--- src/rtl/gpr_file_mp_if.sv ---
// ============================================================================
// Module      : gpr_file_mp_if
// Description : Bus bundle for the multi-port GPR file (write, reserve, two
//               read ports, scoreboard and debug view).
// Revision    : 1.0 - initial release
// ============================================================================
`default_nettype none

interface gpr_file_mp_if #(
    parameter int DATA_W   = 16,
    parameter int NUM_REGS = 8,
    localparam int SEL_W   = $clog2(NUM_REGS)
);
    logic                         wr_en;
    logic [SEL_W-1:0]             wr_sel;
    logic [DATA_W-1:0]            wr_data;
    logic                         rsv_en;
    logic [SEL_W-1:0]             rsv_sel;
    logic                         rd_a_en;
    logic [SEL_W-1:0]             rd_a_sel;
    logic [DATA_W-1:0]            rd_a_data;
    logic                         rd_a_valid;
    logic                         rd_b_en;
    logic [SEL_W-1:0]             rd_b_sel;
    logic [DATA_W-1:0]            rd_b_data;
    logic                         rd_b_valid;
    logic [NUM_REGS-1:0]          busy;
    logic                         rsv_err;
    logic [NUM_REGS*DATA_W-1:0]   reg_flat;

    modport master (
        output wr_en, wr_sel, wr_data, rsv_en, rsv_sel,
        output rd_a_en, rd_a_sel, rd_b_en, rd_b_sel,
        input  rd_a_data, rd_a_valid, rd_b_data, rd_b_valid,
        input  busy, rsv_err, reg_flat
    );

    modport slave (
        input  wr_en, wr_sel, wr_data, rsv_en, rsv_sel,
        input  rd_a_en, rd_a_sel, rd_b_en, rd_b_sel,
        output rd_a_data, rd_a_valid, rd_b_data, rd_b_valid,
        output busy, rsv_err, reg_flat
    );
endinterface

`default_nettype wire

--- src/rtl/gpr_file_mp.sv ---
// ============================================================================
// Module      : gpr_file_mp
// Description : Parametrised GPR file, 1 write / 2 registered read ports with
//               busy scoreboard. Optional write-through forwarding: GPR_BYPASS_EN.
// Revision    : 1.0 - initial release
// ============================================================================
`default_nettype none

module gpr_file_mp #(
    parameter int DATA_W   = 16,
    parameter int NUM_REGS = 8,
    parameter int R0_ZERO  = 0,
    localparam int SEL_W   = $clog2(NUM_REGS)
) (
    input  wire         clk,
    input  wire         reset,
    gpr_file_mp_if.slave bus
);

    logic [NUM_REGS-1:0][DATA_W-1:0] regs_q, regs_d;
    logic [NUM_REGS-1:0]             busy_q, busy_d;
    logic                            rsv_err_q, rsv_err_d;
    logic [DATA_W-1:0]               rd_a_data_q, rd_b_data_q;
    logic                            rd_a_valid_q, rd_b_valid_q;

    logic                            wr_hit, rsv_hit;
    logic [DATA_W:0]                 rd_a_res, rd_b_res;

    // A select is actionable only if it names a real, writable register.
    function automatic logic sel_ok(input logic [SEL_W-1:0] sel);
        return (int'(sel) < NUM_REGS) && !((R0_ZERO != 0) && (sel == '0));
    endfunction

    assign wr_hit  = bus.wr_en  && sel_ok(bus.wr_sel);
    assign rsv_hit = bus.rsv_en && sel_ok(bus.rsv_sel);

    always_comb begin
        regs_d    = regs_q;
        busy_d    = busy_q;
        rsv_err_d = rsv_err_q;
        for (int i = 0; i < NUM_REGS; i++) begin
            if (wr_hit && (bus.wr_sel == SEL_W'(i))) begin
                regs_d[i] = bus.wr_data;
                busy_d[i] = 1'b0;
            end
            // Reserve is applied after the write so a new pending writer wins.
            if (rsv_hit && (bus.rsv_sel == SEL_W'(i))) begin
                busy_d[i] = 1'b1;
                if (busy_q[i] && !(bus.wr_en && (bus.wr_sel == bus.rsv_sel))) begin
                    rsv_err_d = 1'b1;
                end
            end
        end
    end

    // Returns {valid, data}; out-of-range selects fall through to all zeros.
    function automatic logic [DATA_W:0] read_port(input logic [SEL_W-1:0] sel);
        logic [DATA_W:0] res;
        res = '0;
        for (int i = 0; i < NUM_REGS; i++) begin
            if (sel == SEL_W'(i)) begin
                res = {~busy_q[i], regs_q[i]};
            end
        end
`ifdef GPR_BYPASS_EN
        if (wr_hit && (bus.wr_sel == sel)) begin
            res = {~(rsv_hit && (bus.rsv_sel == sel)), bus.wr_data};
        end
`endif
        return res;
    endfunction

    assign rd_a_res = read_port(bus.rd_a_sel);
    assign rd_b_res = read_port(bus.rd_b_sel);

    always_ff @(posedge clk or posedge reset) begin
        if (reset) begin
            regs_q       <= '0;
            busy_q       <= '0;
            rsv_err_q    <= 1'b0;
            rd_a_data_q  <= '0;
            rd_a_valid_q <= 1'b0;
            rd_b_data_q  <= '0;
            rd_b_valid_q <= 1'b0;
        end else begin
            regs_q    <= regs_d;
            busy_q    <= busy_d;
            rsv_err_q <= rsv_err_d;
            if (bus.rd_a_en) begin
                rd_a_data_q  <= rd_a_res[DATA_W-1:0];
                rd_a_valid_q <= rd_a_res[DATA_W];
            end else begin
                rd_a_valid_q <= 1'b0;
            end
            if (bus.rd_b_en) begin
                rd_b_data_q  <= rd_b_res[DATA_W-1:0];
                rd_b_valid_q <= rd_b_res[DATA_W];
            end else begin
                rd_b_valid_q <= 1'b0;
            end
        end
    end

    assign bus.rd_a_data  = rd_a_data_q;
    assign bus.rd_a_valid = rd_a_valid_q;
    assign bus.rd_b_data  = rd_b_data_q;
    assign bus.rd_b_valid = rd_b_valid_q;
    assign bus.busy       = busy_q;
    assign bus.rsv_err    = rsv_err_q;
    assign bus.reg_flat   = regs_q;

endmodule

`default_nettype wire

--- src/flat_wrapper.sv ---
// flat-port wrapper written by rule: the top's interface ports become plain ports
module gpr_file_mp_flat 
#(
    parameter int DATA_W   = 16,
    parameter int NUM_REGS = 8,
    parameter int R0_ZERO  = 0,
    localparam int SEL_W   = $clog2(NUM_REGS)
)
  (clk, reset, bus_wr_en, bus_wr_sel, bus_wr_data, bus_rsv_en, bus_rsv_sel, bus_rd_a_en, bus_rd_a_sel, bus_rd_b_en, bus_rd_b_sel, bus_rd_a_data, bus_rd_a_valid, bus_rd_b_data, bus_rd_b_valid, bus_busy, bus_rsv_err, bus_reg_flat);
  gpr_file_mp_if #(.DATA_W(DATA_W), .NUM_REGS(NUM_REGS)) bus_i ();
  input  wire clk;
  input  wire reset;
  input wire logic [$bits(bus_i.wr_en)-1:0] bus_wr_en;
  input wire logic [$bits(bus_i.wr_sel)-1:0] bus_wr_sel;
  input wire logic [$bits(bus_i.wr_data)-1:0] bus_wr_data;
  input wire logic [$bits(bus_i.rsv_en)-1:0] bus_rsv_en;
  input wire logic [$bits(bus_i.rsv_sel)-1:0] bus_rsv_sel;
  input wire logic [$bits(bus_i.rd_a_en)-1:0] bus_rd_a_en;
  input wire logic [$bits(bus_i.rd_a_sel)-1:0] bus_rd_a_sel;
  input wire logic [$bits(bus_i.rd_b_en)-1:0] bus_rd_b_en;
  input wire logic [$bits(bus_i.rd_b_sel)-1:0] bus_rd_b_sel;
  output wire logic [$bits(bus_i.rd_a_data)-1:0] bus_rd_a_data;
  output wire logic [$bits(bus_i.rd_a_valid)-1:0] bus_rd_a_valid;
  output wire logic [$bits(bus_i.rd_b_data)-1:0] bus_rd_b_data;
  output wire logic [$bits(bus_i.rd_b_valid)-1:0] bus_rd_b_valid;
  output wire logic [$bits(bus_i.busy)-1:0] bus_busy;
  output wire logic [$bits(bus_i.rsv_err)-1:0] bus_rsv_err;
  output wire logic [$bits(bus_i.reg_flat)-1:0] bus_reg_flat;
  assign bus_i.wr_en = bus_wr_en;
  assign bus_i.wr_sel = bus_wr_sel;
  assign bus_i.wr_data = bus_wr_data;
  assign bus_i.rsv_en = bus_rsv_en;
  assign bus_i.rsv_sel = bus_rsv_sel;
  assign bus_i.rd_a_en = bus_rd_a_en;
  assign bus_i.rd_a_sel = bus_rd_a_sel;
  assign bus_i.rd_b_en = bus_rd_b_en;
  assign bus_i.rd_b_sel = bus_rd_b_sel;
  assign bus_rd_a_data = bus_i.rd_a_data;
  assign bus_rd_a_valid = bus_i.rd_a_valid;
  assign bus_rd_b_data = bus_i.rd_b_data;
  assign bus_rd_b_valid = bus_i.rd_b_valid;
  assign bus_busy = bus_i.busy;
  assign bus_rsv_err = bus_i.rsv_err;
  assign bus_reg_flat = bus_i.reg_flat;
  gpr_file_mp #(.DATA_W(DATA_W), .NUM_REGS(NUM_REGS), .R0_ZERO(R0_ZERO)) u_core (.clk(clk), .reset(reset), .bus(bus_i));
endmodule
--- config.mk ---
export PLATFORM = sky130hd
export DESIGN_NAME = gpr_file_mp_flat
export DESIGN_NICKNAME = d
export VERILOG_FILES = /design/src/rtl/gpr_file_mp_if.sv /design/src/rtl/gpr_file_mp.sv /design/src/flat_wrapper.sv
export SDC_FILE = /design/constraint.sdc
export NUM_CORES = 1
export LEC_CHECK = 0
export CELL_PAD_IN_SITES_DETAIL_PLACEMENT = 1
export CELL_PAD_IN_SITES_GLOBAL_PLACEMENT = 2
export CORE_MARGIN = 2
export CORE_UTILIZATION = 25
export DETAILED_ROUTE_END_ITERATION = 7
export PLACE_DENSITY_LB_ADDON = 0.1
export SLEW_MARGIN = 20
export SYNTH_ARGS = -nofsm -noshare
export SYNTH_HDL_FRONTEND = slang
export SYNTH_SLANG_ARGS = --single-unit
--- constraint.sdc ---
create_clock -name clk -period 19.8 [get_ports clk]
set_clock_uncertainty 0.05 [all_clocks]
set_input_delay 4.95 -clock clk [delete_from_list [all_inputs] [get_ports clk]]
set_output_delay 4.95 -clock clk [all_outputs]
set_load 0.02 [all_outputs]
# Word level (Yosys, flattened, before mapping)
# Index checks and enable logic that the tools add are counted.
[classes]
n_eq_ne = 29
n_mux = 50
bitwise_logic = 8
n_reduce_logical = 38
[op_table]
columns = ["cell", "n"]
rows = [
  ["2-to-1 mux 17 bit", 16],
  ["== test 3 bit, second input constant", 16],
  ["2-to-1 mux 1 bit", 34],
  ["logical AND 1 bit", 25],
  ["== test 3 x 2 -> 1 bit, second input constant", 8],
  ["nonzero test 2 bit", 8],
  ["== test 3 x 1 -> 1 bit, second input constant", 4],
  ["zero test 3 bit", 4],
  ["NOT 1 bit", 8],
  ["== test 3 bit", 1],
  ["zero test 1 bit", 1],
]
[totals]
ff_bits = 171
input_bits = 34
output_inout_bits = 171
word_cells = 146

# Depth between registers and ports, before layout
# Gate-level depths: netlist of the first run.
[logic_depth]
word_depth = 20
ltp_mapped = 7
ltp_nobuf = 4

# Worst setup path before layout of the first run
# No wires, ideal clock.
[synth_path]
path_type = "input port to flip-flop"
start = "input port bus_wr_sel[1]"
end = "register u_core.regs_q, in the netlist u_core.bus.reg_flat[16]"
setup_ns = 0.125
arrival_ns = 6.103
setup_slack_ns = 13.522
cell_stages = 5
path_buffers = 2
cell_sequence = "buf_6 nand2b_4 nor3b_4 buf_6 mux2_2"
[synth_via]
elab_chain_len = 2
[synth_lines]
columns = ["element", "line", "source"]
rows = [
  ["start: declaration", "flat_wrapper.sv:14", "input wire logic [$bits(bus_i.wr_sel)-1:0] bus_wr_sel;"],
  ["== test 3 x 1 -> 1 bit", "gpr_file_mp.sv:42", "if (wr_hit && (bus.wr_sel == SEL_W'(i))) begin"],
  ["logical AND 1 bit", "gpr_file_mp.sv:42", ""],
  ["end signal: assignment", "gpr_file_mp.sv:86", "regs_q <= regs_d;"],
  ["end: declaration", "gpr_file_mp.sv:20", "logic [NUM_REGS-1:0][DATA_W-1:0] regs_q, regs_d;"],
]
# Every way passes these cells.
# A chain may end at the register's enable or synchronous reset.

# Worst setup path in the final report of the first run
[layout_path]
start = "input port bus_wr_sel[2]"
end = "register u_core.regs_q, in the netlist u_core.bus.reg_flat[116]"
[layout_via]
elab_chain_len = 2
[layout_lines]
columns = ["element", "line"]
rows = [
  ["== test 3 bit", "gpr_file_mp.sv:42"],
  ["logical AND 1 bit", "gpr_file_mp.sv:42"],
]
# Every way passes these cells.

==> flow_summary.toml, run 1 <==
[final_layout]
diodes = 0
finish.utilization_pct = 34.0
nFillCells = 3830
drive_above_1_share_pct = 20.9
multi_input_comb_area_sq_um = 4180
area.sequential_sq_um = 4280
final_common_cell = "sky130_fd_sc_hd__clkdlybuf4s50_1"
final_area_sq_um = 11800
layout.nets = 995
mostFrequentLayoutCells = "196 x sky130_fd_sc_hd__clkdlybuf4s50_1, 171 x sky130_fd_sc_hd__dfrtp_1, 129 x sky130_fd_sc_hd__mux2_2, 77 x sky130_fd_sc_hd__o21ai_0, 61 x sky130_fd_sc_hd__mux2i_1"
area_growth_pct = 33.7

[synthesis]
share_of_async_settable_or_async_resettable_flops_after_synthesis_pct = 100
synth.distinct_cells = 41
synth_enable_flop_cells = 0
yosys_most_used_dff = "sky130_fd_sc_hd__dfrtp_1"
mean_post_synth_cell_area_sq_um = 11.3
ys_seq_elements = 171
post_synthesis_sequential_area_ratio_pct = 48.4
yosysWarningCount = 0
synthesis.instances = 784
syn-cell-area_sq_um = 8830
synthesis.nets = 818

[routing]
wl_mm = 36.5
via_per_inst = 5.04
drtAntennaViolNets = 0
vias = 7200
drt_pass1_iterations = 5
avgRoutedWirePerCell_um = 25.5
drtIter0Drc = 385
drcViolationCount = 0

[floorplan]
pin_count = 205
horizontal_die_dimension_um = 192
fp.dieH_um = 192
placeableCoreArea_sq_um = 34700
floorplan.initialDensity_pct = 25.5
die_area_sq_um = 36900
placement_rows = 68

[power]
post-layout-total-power_mw = 1.30
clkPwrFrac_pct = 27.0
power_report.internal_total_uw = 834
power.ir.vdd_worst_mv = 0.0640
p_sw_uw = 470
total_leakage_power_nw = 4.77
powerDensity_nw_per_um2 = 110
combinationalPowerShare_pct = 32.8
seqPwrFrac_pct = 40.2
power.switching_fraction_pct = 36.0

[worst_setup_path]
worstPathArrival_ns = 7.34
critPathMaxStageDelay_ns = 0.93
critPathRequiredTime_ns = 20.06
critPathCaptureType = "flip-flop"
crit_type = "primary input to flip-flop"
cell_by_cell_listing_of_the_critical_path = "clkdlybuf4s50_1 > nand4_2 > mux2_2"
crit_fanout = 17
startpoint_kind_of_the_worst_setup_timing_path = "primary input"
cpMaxStageDelayCell = "sky130_fd_sc_hd__nand4_2"

[sta]
timing_hold_violations_final = 0
final-max-slew-violation-count = 0
worst_slack_ns = 12.71
max_freq_mhz = 141
grt_setup_unrepaired = "false"
period_minus_slack_ns = 7.09
count_of_final_setup_violators = 0
worstMarginPinSlew_ns = 1.05
finalCritPeriodShare_pct = 35.8
setup_tns_ns = 0
max_slew_margin_pct = 29.6

[grt]
grt_pass1_wl_mm = 53.9
antenna_found_initial = 0
track_usage_pct = 20.1
grt_pass1_vias = 7545
globalRoute.totalOverflow = 0
grt_max_degree = 103

[clock_network]
clk_latency_ns = 0.44
post_cts_setup_bufs = 0
clk_root_buffer_cell = "sky130_fd_sc_hd__clkbuf_16"
cts.sinks = 171
clock_tree_from_tritoncts = "done"
cts_htree_levels = 4
clk_pin_slew_worst_paths_ns = 0.07
cts-buffers-inserted = 17
cts_resized = 0
cts.hold.buffers_added = 0
cts-root-to-sink-buffers = 2

[run]
max_cap_viol_count = 0

[placed_design]
pre_cts_slack_ns = 12.27
last_weighted_congestion_value_of_the_routability_driven_placer = 0.726
place.detailed.hpwl_mm = 23.2
io_buffers = 204
place_area_sq_um = 11200

[run_status]
status = "complete, no violations"

[hold_path]
worstHoldPathType = "flip-flop to flip-flop"
[state kept, by name, indices dropped and copies added (netlist names)]
name and flops:
u_core.bus.busy 8, u_core.bus.rd_a_data 16, u_core.bus.rd_a_valid 1, u_core.bus.rd_b_data 16, u_core.bus.rd_b_valid 1, u_core.bus.reg_flat 128
u_core.bus.rsv_err 1
[power groups by stage]
| stage | sequential, mW | clock (mW) | combinational, mW |
|---|---|---|---|
| after floorplan | 0.580 | 0 | 0.143 |
| after CTS | 0.526 | 0.359 | 0.434 |
| after detailed placement | 0.531 | 0 | 0.432 |
| final | 0.524 | 0.352 | 0.428 |
| after global placement | 0.534 | 0 | 0.428 |
| after global routing | 0.537 | 0.374 | 0.459 |
[cell usage after synthesis, drive strengths merged, types with 2 or more instances]
library cell	count	area share, %
nand2b	6	0.51
dfrtp	171	48
nor2	60	2.5
o2bb2ai	24	2.4
nor3b	3	0.57
and2	2	0.14
a222oi	6	0.68
a31oi	30	2.1
nand4b	3	0.51
nor2b	9	0.64
mux2i	61	6.9
a21oi	57	3.2
xnor2	3	0.30
clkbuf	19	0.81
o22ai	28	2.0
mux2	130	17
o21ai	77	4.4
nand4	3	0.35
buf	44	3.0
inv	13	0.55
mux4	5	1.3
nand2	16	0.68
o32ai	2	0.20
nor3	3	0.42
[logic make-up (layout without fill, tap and decap cells)]
kind of cell / after synthesis / in the layout / share of synthesized area [%]
xor gates and xnor gates: 3 / 3 / 0.297
buffers and inverters: 76 / 266 / 4.36
and+or+nand+nor: 108 / 108 / 6.60
DFF: 171 / 171 / 48.4
muxes: 196 / 196 / 24.8
AOI/OAI and AO/OA: 230 / 230 / 15.6
[through the flow]
step	instances	hold slack, ns
floorplan	784	0.528
global placement	1397	0.410
detailed placement	1397	0.416
CTS	1429	0.433
global route	1429	0.456
finish	1429	0.428
[path summary, 6_finish.rpt]
| path | start | to | slack (ns) | cells past startpoint |
|---|---|---|---|---|
| setup / recovery | bus_wr_sel[2] | u_core.bus.reg_flat[116] | 12.71 | 3 |
| hold / removal | u_core.bus.rsv_err | u_core.bus.rsv_err | 0.43 | 1 |
| setup reg to reg | u_core.bus.reg_flat[102] | u_core.bus.rd_a_data[6] | 18.14 | 4 |
| hold reg to reg | u_core.bus.rsv_err | u_core.bus.rsv_err | 0.43 | 1 |
| max in group asynchronous | reset | u_core.bus.reg_flat[116] | 13.12 | 3 |
| min in group asynchronous | reset | u_core.bus.rd_b_data[3] | 4.99 | 2 |
[per-layer routing]
| metal | GRT usage, % | up-vias | part of all wire (%) | routed length [um] |
|---|---|---|---|---|
| li1 | - | 3255 | - | - |
| met1 | 28.7 | 3758 | 48 | 17600 |
| met2 | 32.6 | 170 | 47 | 17200 |
| met3 | 2.98 | 17 | 4.1 | 1480 |
| met4 | 3.41 | 0 | 0.64 | 235 |
| met5 | 0 | - | 0 | 0 |
[layout make-up]
type / count / area share (%)
Inverter: 13 / 0.476
Sequential cell: 171 / 36.2
Multi-Input combinational cell: 537 / 35.4
Clock buffer: 20 / 3.86
Clock inverter: 12 / 1.18
Timing Repair Buffer: 221 / 18.0
Tap cell: 455 / 4.82
[worst max-delay path: cells and delay by family]
kind,cells,cell delay [ns]
and+or+nand+nor,1,0.93
buffers and inverters,1,0.84
muxes,1,0.59
(Power assumes the default switching activity.)
==> inputs of run 2 (changes only) <==
Clock period 19.8 ns to 6.2 ns, I/O delays scaled along.
==> run 2 against run 1 <==
Effect of this change: design area shrank 0.20%; die area unchanged; hold slack is essentially flat; setup slack worse by 10 ns; largest power group unchanged; sequential power grew to 3.2 times the previous value; combinational power rose to 3.2 times the previous value; first-iteration DRC count grew 0.78%; critical path depth unchanged; clock power rose to 3.0 times the previous value; flip-flop and latch count is the same; critical path type unchanged; count of clock-buffer cells in the layout shrank 1; global-route usage increased by 0.25 points.
==> flow_summary.toml, run 2 (synthesis gave the netlist of run 1 again) <==
[final_layout]
area.sequential_sq_um = 4280
finish.cell_count_without_fillers = 1427
largest_register_ffs = 128
finish.utilization_pct = 34.0
nFillCells = 3824
drive_above_1_share_pct = 20.8
diodes = 0
final_common_cell = "sky130_fd_sc_hd__clkdlybuf4s50_1"
multi_input_comb_area_sq_um = 4180
layout.nets = 994
mostFrequentLayoutCells = "196 x sky130_fd_sc_hd__clkdlybuf4s50_1, 171 x sky130_fd_sc_hd__dfrtp_1, 129 x sky130_fd_sc_hd__mux2_2, 77 x sky130_fd_sc_hd__o21ai_0, 61 x sky130_fd_sc_hd__mux2i_1"
area_growth_pct = 33.5

[floorplan]
placeableCoreArea_sq_um = 34700
pin_count = 205
horizontal_die_dimension_um = 192
floorplan.initialDensity_pct = 25.5
die_area_sq_um = 36900
fp.dieH_um = 192
placement_rows = 68

[hold_path]
worstHoldPathType = "flip-flop to flip-flop"
min-delay-start = "u_core.bus.rsv_err"

[sta]
timing_hold_violations_final = 0
setup_tns_ns = 0
count_of_final_setup_violators = 0
worstMarginPinSlew_ns = 1.09
finalCritPeriodShare_pct = 60.7
period_minus_slack_ns = 3.76
final-max-slew-violation-count = 0
grt_setup_unrepaired = "false"
max_freq_mhz = 266
max_slew_margin_pct = 27.2

[worst_setup_path]
crit_type = "primary input to flip-flop"
worstPathArrival_ns = 4.01
crit-reg2reg-launch = "u_core.bus.reg_flat[102]"
critPathCaptureType = "flip-flop"
crit_start = "bus_wr_sel[0]"
crit_fanout = 17
startpoint_kind_of_the_worst_setup_timing_path = "primary input"
critPathRequiredTime_ns = 6.45

[power]
power.ir.vdd_worst_mv = 0.192
total_leakage_power_nw = 4.74
powerDensity_nw_per_um2 = 348

[placed_design]
io_buffers = 204
placedCellCount = 1396
last_weighted_congestion_value_of_the_routability_driven_placer = 0.722
place.detailed.hpwl_mm = 24.1

[clock_network]
cts_resized = 0
cts.sinks = 171
clk_pin_slew_worst_paths_ns = 0.08
cts.hold.buffers_added = 0
post_cts_setup_bufs = 0
cts_htree_levels = 4
cts-root-to-sink-buffers = 2
clk_latency_ns = 0.43
clock_tree_from_tritoncts = "done"
clk_root_buffer_cell = "sky130_fd_sc_hd__clkbuf_16"
cts-buffers-inserted = 17

[routing]
drtAntennaViolNets = 0
wl_mm = 36.8
drcViolationCount = 0
via_per_inst = 5.07
drt_pass1_iterations = 7
avgRoutedWirePerCell_um = 25.8
vias = 7238
drtIter0Drc = 388

[grt]
grt_pass1_vias = 7565
grt_max_degree = 154
globalRoute.totalOverflow = 0
track_usage_pct = 20.3
grt_pass1_wl_mm = 54.1
antenna_found_initial = 0

[run]
max_cap_viol_count = 0

[run_status]
status = "complete, no violations"
[run 2: cell count changes in the layout (fill, tap and decap cells not counted), sizes merged]
cell | previous run | this run
inv | 16 | 15
bufinv | 2 | 1
buf | 25 | 24
clkbuf | 20 | 19
clkinvlp | 4 | 6
[run 2: worst paths after layout]
kind	to	cells after the start	slack [ns]
setup / recovery	u_core.bus.reg_flat[113]	3	2.44
hold / removal	u_core.bus.rsv_err	1	0.43
hold reg to reg	u_core.bus.rsv_err	1	0.43
min in group asynchronous	u_core.bus.reg_flat[2]	2	1.46
max in group asynchronous	u_core.bus.reg_flat[73]	3	3.35
setup reg to reg	u_core.bus.rd_a_data[6]	4	4.46
[run 2: worst max-delay path, cell delays in order]
cell and delay [ns]:
sky130_fd_sc_hd__clkdlybuf4s50_1 0.84, sky130_fd_sc_hd__nand4_2 0.98, sky130_fd_sc_hd__mux2_2 0.61
[run 2: area by class of cell]
class / count / share of cell area, %
well taps: 455 / 4.83
flip-flops and latches: 171 / 36.3
repair buffers: 220 / 18.2
inverters: 13 / 0.446
multi-input cells: 537 / 35.5
clock inverters: 12 / 0.987
clock buffers: 19 / 3.76
[run 2: layer usage]
metal | track usage, % | share of wire (%)
met5 | 0 | 0
met4 | 3.85 | 0.80
met3 | 2.70 | 4.0
met2 | 32.8 | 47
met1 | 29.3 | 48
[run 2: stage by stage]
stage	worst slack (ns)	area, sq um	hold WS (ns)	total power [mW]
6_report	2.44	11800	0.428	4.10
3_3_place_gp	1.97	11200	0.413	3.07
3_5_place_dp	1.92	11200	0.421	3.08
5_1_grt	2.34	11800	0.457	4.31
2_1_floorplan	2.42	8840	0.528	2.31
4_1_cts	2.36	11800	0.439	4.16
[run 2: power breakdown]
part,internal [mW],total [mW],switching [mW]
Sequential,1.35,1.67,0.323
Clock,0.567,1.05,0.488
Combinational,0.694,1.37,0.679
==> inputs of run 3 (changes only) <==
Clock period 6.2 ns to 3.72 ns, I/O delays scaled along.
==> run 3 against run 2 <==
Effect of this change: die area stayed put; design area is 1.5% higher; register-to-register slack worse by 2.4 ns; largest power group unchanged; cell count is 1.6% higher; utilization is 0.52 points higher; clock power is 64% higher; count of clock-buffer cells in the layout is 1 lower; power is 66% higher; via count is 1.3% higher.
==> flow_summary.toml, run 3 (synthesis gave the netlist of run 1 again) <==
[power]
power.ir.vdd_worst_mv = 0.328
total_leakage_power_nw = 4.85
powerDensity_nw_per_um2 = 569

[clock_network]
clk_latency_ns = 0.44
clk_root_buffer_cell = "sky130_fd_sc_hd__clkbuf_16"
clock_tree_from_tritoncts = "done"
cts_htree_levels = 4
cts-root-to-sink-buffers = 2
post_cts_setup_bufs = 0
cts-buffers-inserted = 17
cts.sinks = 171
cts_resized = 0
cts.hold.buffers_added = 0
clk_pin_slew_worst_paths_ns = 0.08

[run_status]
status = "complete, no violations"

[worst_setup_path]
crit_type = "flip-flop to primary output"
critPathRequiredTime_ns = 2.74
critPathMaxStageDelay_ns = 0.67
crit_start = "u_core.bus.busy[7]"
worstPathArrival_ns = 1.61
cpMaxStageDelayCell = "sky130_fd_sc_hd__clkdlybuf4s50_1"
crit-reg2reg-launch = "u_core.bus.reg_flat[102]"
reg2reg_slack_ns = 2.09
crit_fanout = 5
critPathCaptureType = "primary output"
startpoint_kind_of_the_worst_setup_timing_path = "flip-flop"
cell_by_cell_listing_of_the_critical_path = "clkdlybuf4s50_1"
cpLargestDelayFamily = "buffers and inverters"
worstPathBufferInverterCount = 1

[grt]
track_usage_pct = 20.5
grt_max_degree = 39
globalRoute.totalOverflow = 0
grt_pass1_wl_mm = 54.7
antenna_found_initial = 1
grt_pass1_vias = 7805

[sta]
max_slew_margin_pct = 48.3
worstMarginPinSlew_ns = 0.776
grt_setup_unrepaired = "false"
period_minus_slack_ns = 2.59
timing_hold_violations_final = 0
final-max-slew-violation-count = 0
setup_tns_ns = 0
count_of_final_setup_violators = 0
max_freq_mhz = 386
finalCritPeriodShare_pct = 69.7

[final_layout]
nFillCells = 3858
multi_input_comb_area_sq_um = 4180
area_growth_pct = 35.5
final_common_cell = "sky130_fd_sc_hd__clkdlybuf4s50_1"
area.sequential_sq_um = 4280
layout.nets = 1015
drive_above_1_share_pct = 22.5
mostFrequentLayoutCells = "196 x sky130_fd_sc_hd__clkdlybuf4s50_1, 171 x sky130_fd_sc_hd__dfrtp_1, 129 x sky130_fd_sc_hd__mux2_2, 77 x sky130_fd_sc_hd__o21ai_0, 61 x sky130_fd_sc_hd__mux2i_1"
largest_register_ffs = 128
final_area_sq_um = 12000

[hold_path]
min-delay-start = "u_core.bus.rsv_err"
worstHoldPathType = "flip-flop to flip-flop"

[placed_design]
last_weighted_congestion_value_of_the_routability_driven_placer = 0.751
place.detailed.hpwl_mm = 25.9
place_area_sq_um = 11400
io_buffers = 204

[routing]
drtAntennaViolNets = 0
via_per_inst = 5.06
wl_mm = 37.0
vias = 7335
drcViolationCount = 0
drt_pass1_iterations = 7
drtIter0Drc = 364
avgRoutedWirePerCell_um = 25.5

[floorplan]
fp.dieH_um = 192
placement_rows = 68
die_area_sq_um = 36900
placeableCoreArea_sq_um = 34700
pin_count = 205
horizontal_die_dimension_um = 192
floorplan.initialDensity_pct = 25.5

[run]
max_cap_viol_count = 0
[run 3: changes by cell type in the layout (fill, tap and decap cells not counted), sizes merged]
cell / change
inv: +3
clkbuf: -1
bufinv: -1
diode: +1
buf: +21
clkinv: +1
clkinvlp: -1
[run 3: per-stage QoR]
| step | power, mW | setup WS (ns) | util (%) | hold WS, ns | std cells |
|---|---|---|---|---|---|
| finish | 6.82 | 1.13 | 34.5 | 0.429 | 1450 |
| floorplan | 3.85 | 0.557 | - | 0.528 | 784 |
| global route | 7.18 | 1.08 | 34.5 | 0.449 | 1449 |
| global placement | 5.16 | 0.755 | 32.9 | 0.413 | 1417 |
| detailed placement | 5.17 | 0.737 | 32.9 | 0.421 | 1417 |
| CTS | 6.92 | 1.09 | 34.5 | 0.440 | 1449 |
[run 3: power by group]
group / internal [mW] / switching, mW
combinational: 1.17 / 1.14
clock: 0.870 / 0.845
sequential: 2.25 / 0.546
[run 3: layer usage]
metal	up-vias	global-route usage [%]	share of wire (%)
met5	-	0	0
met4	0	3.82	1.0
met3	25	3.05	3.8
met2	179	33.8	48
met1	3820	28.6	48
li1	3311	-	-
[run 3: final timing paths]
path                                           end  cells past startpoint
setup / recovery                       bus_busy[7]                      1
hold / removal                  u_core.bus.rsv_err                      1
setup reg to reg           u_core.bus.rd_a_data[6]                      4
hold reg to reg                 u_core.bus.rsv_err                      1
max in group asynchronous  u_core.bus.reg_flat[58]                      3
min in group asynchronous  u_core.bus.reg_flat[51]                      2
[run 3: area by class of cell]
cell class              instances  area share (%)
clock inverters                14           0.940
diodes                          1          0.0209
clock buffers                  18            3.58
well taps                     455            4.75
flip-flops and latches        171            35.7
repair buffers                241            19.6
multi-input cells             537            34.9
inverters                      13           0.439
==> RTL edit 1: new RTL, config.mk and constraints of run 2 <==
Reset style: synchronous (`reset`), changed in one clocked block.
--- a/src/rtl/gpr_file_mp.sv
+++ b/src/rtl/gpr_file_mp.sv
@@ -75,3 +75,3 @@
 
-    always_ff @(posedge clk or posedge reset) begin
+    always_ff @(posedge clk) begin
         if (reset) begin
Behaviour: differs if reset is asserted again (counterexample within 4 cycles, from zero or initial values and one cycle with reset high); with reset held inactive, the same outputs for 4 cycles.
==> RTL edit 1 against run 2 <==
  * Synthesized cell count is 44% higher
  * Synthesized area is 0.55% higher
  * Non-clock buffer count stayed put
  * Routed wire length is 23% higher
  * Sequential cell count stayed put
  * Via count is 26% higher
  * Register-to-register slack better by 0.13 ns
  * Maximum frequency is 4.5% higher
  * Worst setup slack better by 0.16 ns
  * Design area is 1.4% lower
  * Largest cell class is now multi-input gates
Power is not compared: it rests on default switching activity, and its combinational part moved more than twofold at a synthesized area within 25%.
==> RTL edit 1: results (changes against run 2) <==
* Outcome: finished, final reports clean (unchanged)
* Slowest stage cell, crit path: buf_4 (was nand4_2)
* Crit path DAT at 3.88 ns (was 4.01 ns)
* Synth unique cells at 50 (was 41)
* Initial antenna violation count at 2 (was 0)
* Critical R2R Launch: u_core.bus.reg_flat[34] (was u_core.bus.reg_flat[102])
* CP Max Fanout at 25 (was 17)
* Final nets at 1294 (was 994)
* Vias/cell at 5.261 (was 5.072)
* Hold path depth at 2 (was 1)
* Worst skew pair latency at 0.45 ns (was 0.43 ns)
* Routability congestion estimate at 0.8232 (was 0.7218)
* Wirelength per Cell at 26.04 um (was 25.78 um)
* Number of global-route vias before repair at 8930 (was 7565)
* R2r setup slk at 4.59 ns (was 4.46 ns)
* Post-synthesis mux area share at 0.09070 (was 0.2476)
* Top cells by count, synth: nand2_1, dfxtp_1, a21oi_1 (was dfrtp_1, mux2_2, o21ai_0)
* Xor-xnor portion of the synthesized cell area at 0.002958 (was 0.002974)
* First DRT Iteration DRCs at 730 (was 388)
* FF-to-FF End: u_core.bus.rd_b_data[2] (was u_core.bus.rd_a_data[6])
* WL final at 45.17 mm (was 36.79 mm)
* Largest net degree at the start of global routing at 78 (was 154)
* Seq/Total Area, Yosys at 0.3854 (was 0.4844)
* Crit-path max cell delay at 0.53 ns (was 0.98 ns)
* Worst Hold End: u_core.bus.rd_a_data[6] (was u_core.bus.rsv_err)
* Launch point of the critical path: bus_rd_a_sel[1] (was bus_wr_sel[0])
* Crit path max-delay family: buffers and inverters (was simple AND/OR/NAND/NOR gates)
* Critical Path End: u_core.bus.rd_a_data[12] (was u_core.bus.reg_flat[113])
* First-pass DRT Iterations at 5 (was 7)
* Ys async rst share at 0 (was 1.000)
* Hold path start: u_core.bus.rd_a_data[6] (was u_core.bus.rsv_err)
* Synthesized area per cell at 7.868 um2 (was 11.27 um2)
* Synthesized Nets at 1163 (was 818)
* Number of cells after detailed placement at 1701 (was 1396)
==> RTL edit 1: cell count changes after synthesis, moves of 16 or more <==
| cell | before | now |
|---|---|---|
| nand2_1 | 16 | 273 |
| dfrtp_1 | 171 | 0 |
| dfxtp_1 | 0 | 171 |
| mux2_2 | 129 | 19 |
| a21oi_1 | 57 | 162 |
| o21ai_0 | 77 | 15 |
| a211oi_1 | 1 | 34 |
| a31oi_1 | 30 | 0 |
| buf_2 | 23 | 49 |
| a22oi_1 | 0 | 24 |
| clkbuf_1 | 19 | 38 |
| nand3b_1 | 0 | 17 |
| o221ai_1 | 0 | 16 |
==> RTL edit 1: layout make-up <==
cell class | instances | area [um2] | area share
clock inverter | 12 | 128.9 | 0.01108
inverter | 21 | 78.83 | 0.006779
sequential | 171 | 3423 | 0.2944
clock buffer | 20 | 456.7 | 0.03927
tap | 461 | 576.8 | 0.04960
antenna | 1 | 2.502 | 0.0002152
multi-input combinational | 829 | 4816 | 0.4141
timing repair buffer | 220 | 2146 | 0.1845
==> RTL edit 1: through the flow <==
stage | setup slack, ns | area, um2 | utilization | hold WS [ns]
6_report | 2.599 | 11630 | 0.3293 | 0.4376
5_1_grt | 2.508 | 11630 | 0.3293 | 0.4567
4_1_cts | 2.638 | 11610 | 0.3289 | 0.4443
3_5_place_dp | 2.174 | 11030 | 0.3124 | 0.4333
3_3_place_gp | 2.040 | 11020 | 0.3121 | 0.4282
2_1_floorplan | 3.551 | 8884 | - | 0.4969
==> RTL edit 1: layer usage <==
layer / up-vias / share of wire / track usage
li1: 4253 / - / -
met1: 4574 / 0.52 / 0.3898
met2: 267 / 0.41 / 0.3495
met3: 31 / 0.052 / 0.03001
met4: 2 / 0.0083 / 0.04463
met5: - / 0.00029 / 0
==> RTL edit 2: new RTL, settings of run 2 <==
Made on the original files. `NUM_REGS` is set to 8 in 3 places; all go to 16.
--- a/src/rtl/gpr_file_mp_if.sv
+++ b/src/rtl/gpr_file_mp_if.sv
@@ -10,3 +10,3 @@
     parameter int DATA_W   = 16,
-    parameter int NUM_REGS = 8,
+    parameter int NUM_REGS = 16,
     localparam int SEL_W   = $clog2(NUM_REGS)
--- a/src/rtl/gpr_file_mp.sv
+++ b/src/rtl/gpr_file_mp.sv
@@ -10,3 +10,3 @@
     parameter int DATA_W   = 16,
-    parameter int NUM_REGS = 8,
+    parameter int NUM_REGS = 16,
     parameter int R0_ZERO  = 0,
--- a/src/flat_wrapper.sv
+++ b/src/flat_wrapper.sv
@@ -4,3 +4,3 @@
     parameter int DATA_W   = 16,
-    parameter int NUM_REGS = 8,
+    parameter int NUM_REGS = 16,
     parameter int R0_ZERO  = 0,
Ports: changed (6 resized); port bits go from 205 to 345. The function was not compared with the original's and may differ.
==> RTL edit 2 against run 2 <==
  * Sequential cell count up 136
  * Sequential power up 95%
  * Via count up 120%
  * Largest power group unchanged
  * Routed wire length rose to 2.6 times the old value
  * Worst setup slack worse by 0.27 ns
  * Synthesized area up 99%
  * Largest cell class is now multi-input gates
  * Non-clock buffer count up 160
  * Design area up 96%
  * Critical path depth up 3
  * Total power up 110%
  * Sequential share of layout area down 3.0 points
  * Worst hold slack better by 0.025 ns
==> RTL edit 2: results (changes against run 2) <==
* Yosys warning total at 0 (unchanged)
* Postcts setup bufs at 0 (unchanged)
* Layout cells sized above 1 at 0.2215 (was 0.2078)
* Max reg flops at 256 (was 128)
* Crit path DAT at 4.40 ns (was 4.01 ns)
* Seq/Total Area, Yosys at 0.4377 (was 0.4844)
* Worst skew pair latency at 0.57 ns (was 0.43 ns)
* Top_reg_cell synth: dfrtp_1 (unchanged)
* # port buffers at 344 (was 204)
* Top cells by count, synth: dfrtp_1, mux2_2, o21ai_0 (unchanged)
* Max Cap Viol at 0 (unchanged)
* Finished Layout Cells at 2871 (was 1427)
* Rel. slew slack at 0.2549 (was 0.2723)
* Final nets at 1940 (was 994)
* Worst vdd rail ir drop at 197.6 uV (was 192.1 uV)
* HPWL after DPL at 70.35 mm (was 24.14 mm)
* DP Area at 0.02176 mm2 (was 0.01123 mm2)
* Number of cells after detailed placement at 2802 (was 1396)
* Synth unique cells at 81 (was 41)
* Layout Utilization at 0.3308 (was 0.3397)
* First-pass DRT Iterations at 5 (was 7)
* Synthesized Nets at 1663 (was 818)
* First DRT Iteration DRCs at 1400 (was 388)
* Vias/cell at 5.544 (was 5.072)
* Synth area leaders: dfrtp_1, mux2_2, o21ai_0, mux2i_1, a21oi_1 (was dfrtp_1, mux2_2, mux2i_1, o21ai_0, a21oi_1)
* Outcome: finished, final reports clean (unchanged)
* Pleak at 0.009205 uW (was 0.004742 uW)
* WL final at 97.49 mm (was 36.79 mm)
* Worst-path clk slew at 0.06 ns (was 0.08 ns)
* Routability congestion estimate at 0.8832 (was 0.7218)
* Clock tree buffer depth at 3 (was 2)
* Fillers at 7646 (was 3824)
* Largest net degree at the start of global routing at 120 (was 154)
* CTS Buf Count at 38 (was 17)
* Initial antenna violation count at 5 (was 0)
* Dpl ws at 1.740 ns (was 1.921 ns)
* CP Max Fanout at 30 (was 17)
* H-tree levels at 2 (was 4)
* Clock Tree Root: clkbuf_16 (unchanged)
* Hold WC Path Type: reg -> reg (unchanged)
* First-pass GRT wire length at 134.9 mm (was 54.12 mm)
* Ys async rst share at 1.000 (unchanged)
* Post-CTS Resized at 0 (unchanged)
* GRT Util Overall at 0.2668 (was 0.2033)
* Synthesized area per cell at 10.80 um2 (was 11.27 um2)
* Number of global-route vias before repair at 16260 (was 7565)
-- RTL edit 2: kinds of logic (layout without fill, tap and decap cells) --
kind of cell,count (synthesis),in the layout,share of synthesized area
AO/OA/AOI/OAI,449,449,0.1687
XOR/XNOR,4,4,0.001996
buffers and inverters,165,468,0.04790
flip-flops,307,307,0.4377
multiplexers,370,370,0.2481
other,0,3,0
AND/OR/NAND/NOR,330,330,0.09567
-- RTL edit 2: path summary, 6_finish.rpt --
check	from	to	slack (ns)	depth (start not counted)
setup / recovery	bus_rd_a_sel[1]	u_core.bus.rd_a_data[13]	2.17	6
hold / removal	u_core.bus.rsv_err	u_core.bus.rsv_err	0.45	1
setup reg to reg	u_core.bus.reg_flat[38]	u_core.bus.rd_a_data[6]	3.94	5
hold reg to reg	u_core.bus.rsv_err	u_core.bus.rsv_err	0.45	1
max in group asynchronous	reset	u_core.bus.reg_flat[172]	3.73	3
min in group asynchronous	reset	u_core.bus.reg_flat[1]	1.29	2
-- RTL edit 2: layer usage --
metal	vias to the layer above	global-route usage	share of wire
li1	6665	-	-
met1	8458	0.3663	0.44
met2	665	0.4232	0.46
met3	128	0.05507	0.069
met4	0	0.07643	0.028
met5	-	0	0
-- RTL edit 2: area by class of cell --
class | count | area share
multi-input combinational | 1153 | 0.3939
sequential | 307 | 0.3328
timing repair buffer | 380 | 0.1614
tap | 940 | 0.05095
clock buffer | 51 | 0.04781
clock inverter | 15 | 0.009051
inverter | 22 | 0.003740
antenna | 3 | 0.0003252
-- RTL edit 2: critical path: stages --
cell and delay [ns]:
buf_2 0.55, clkinv_1 1.05, a22oi_1 0.48, nor2_1 0.07, o21ai_0 0.53, a211oi_1 0.17
-- RTL edit 2: where the power goes --
group	switching [uW]	total, uW	internal, uW
Sequential	799	3250	2450
Combinational	1470	2860	1390
Clock	951	2410	1460
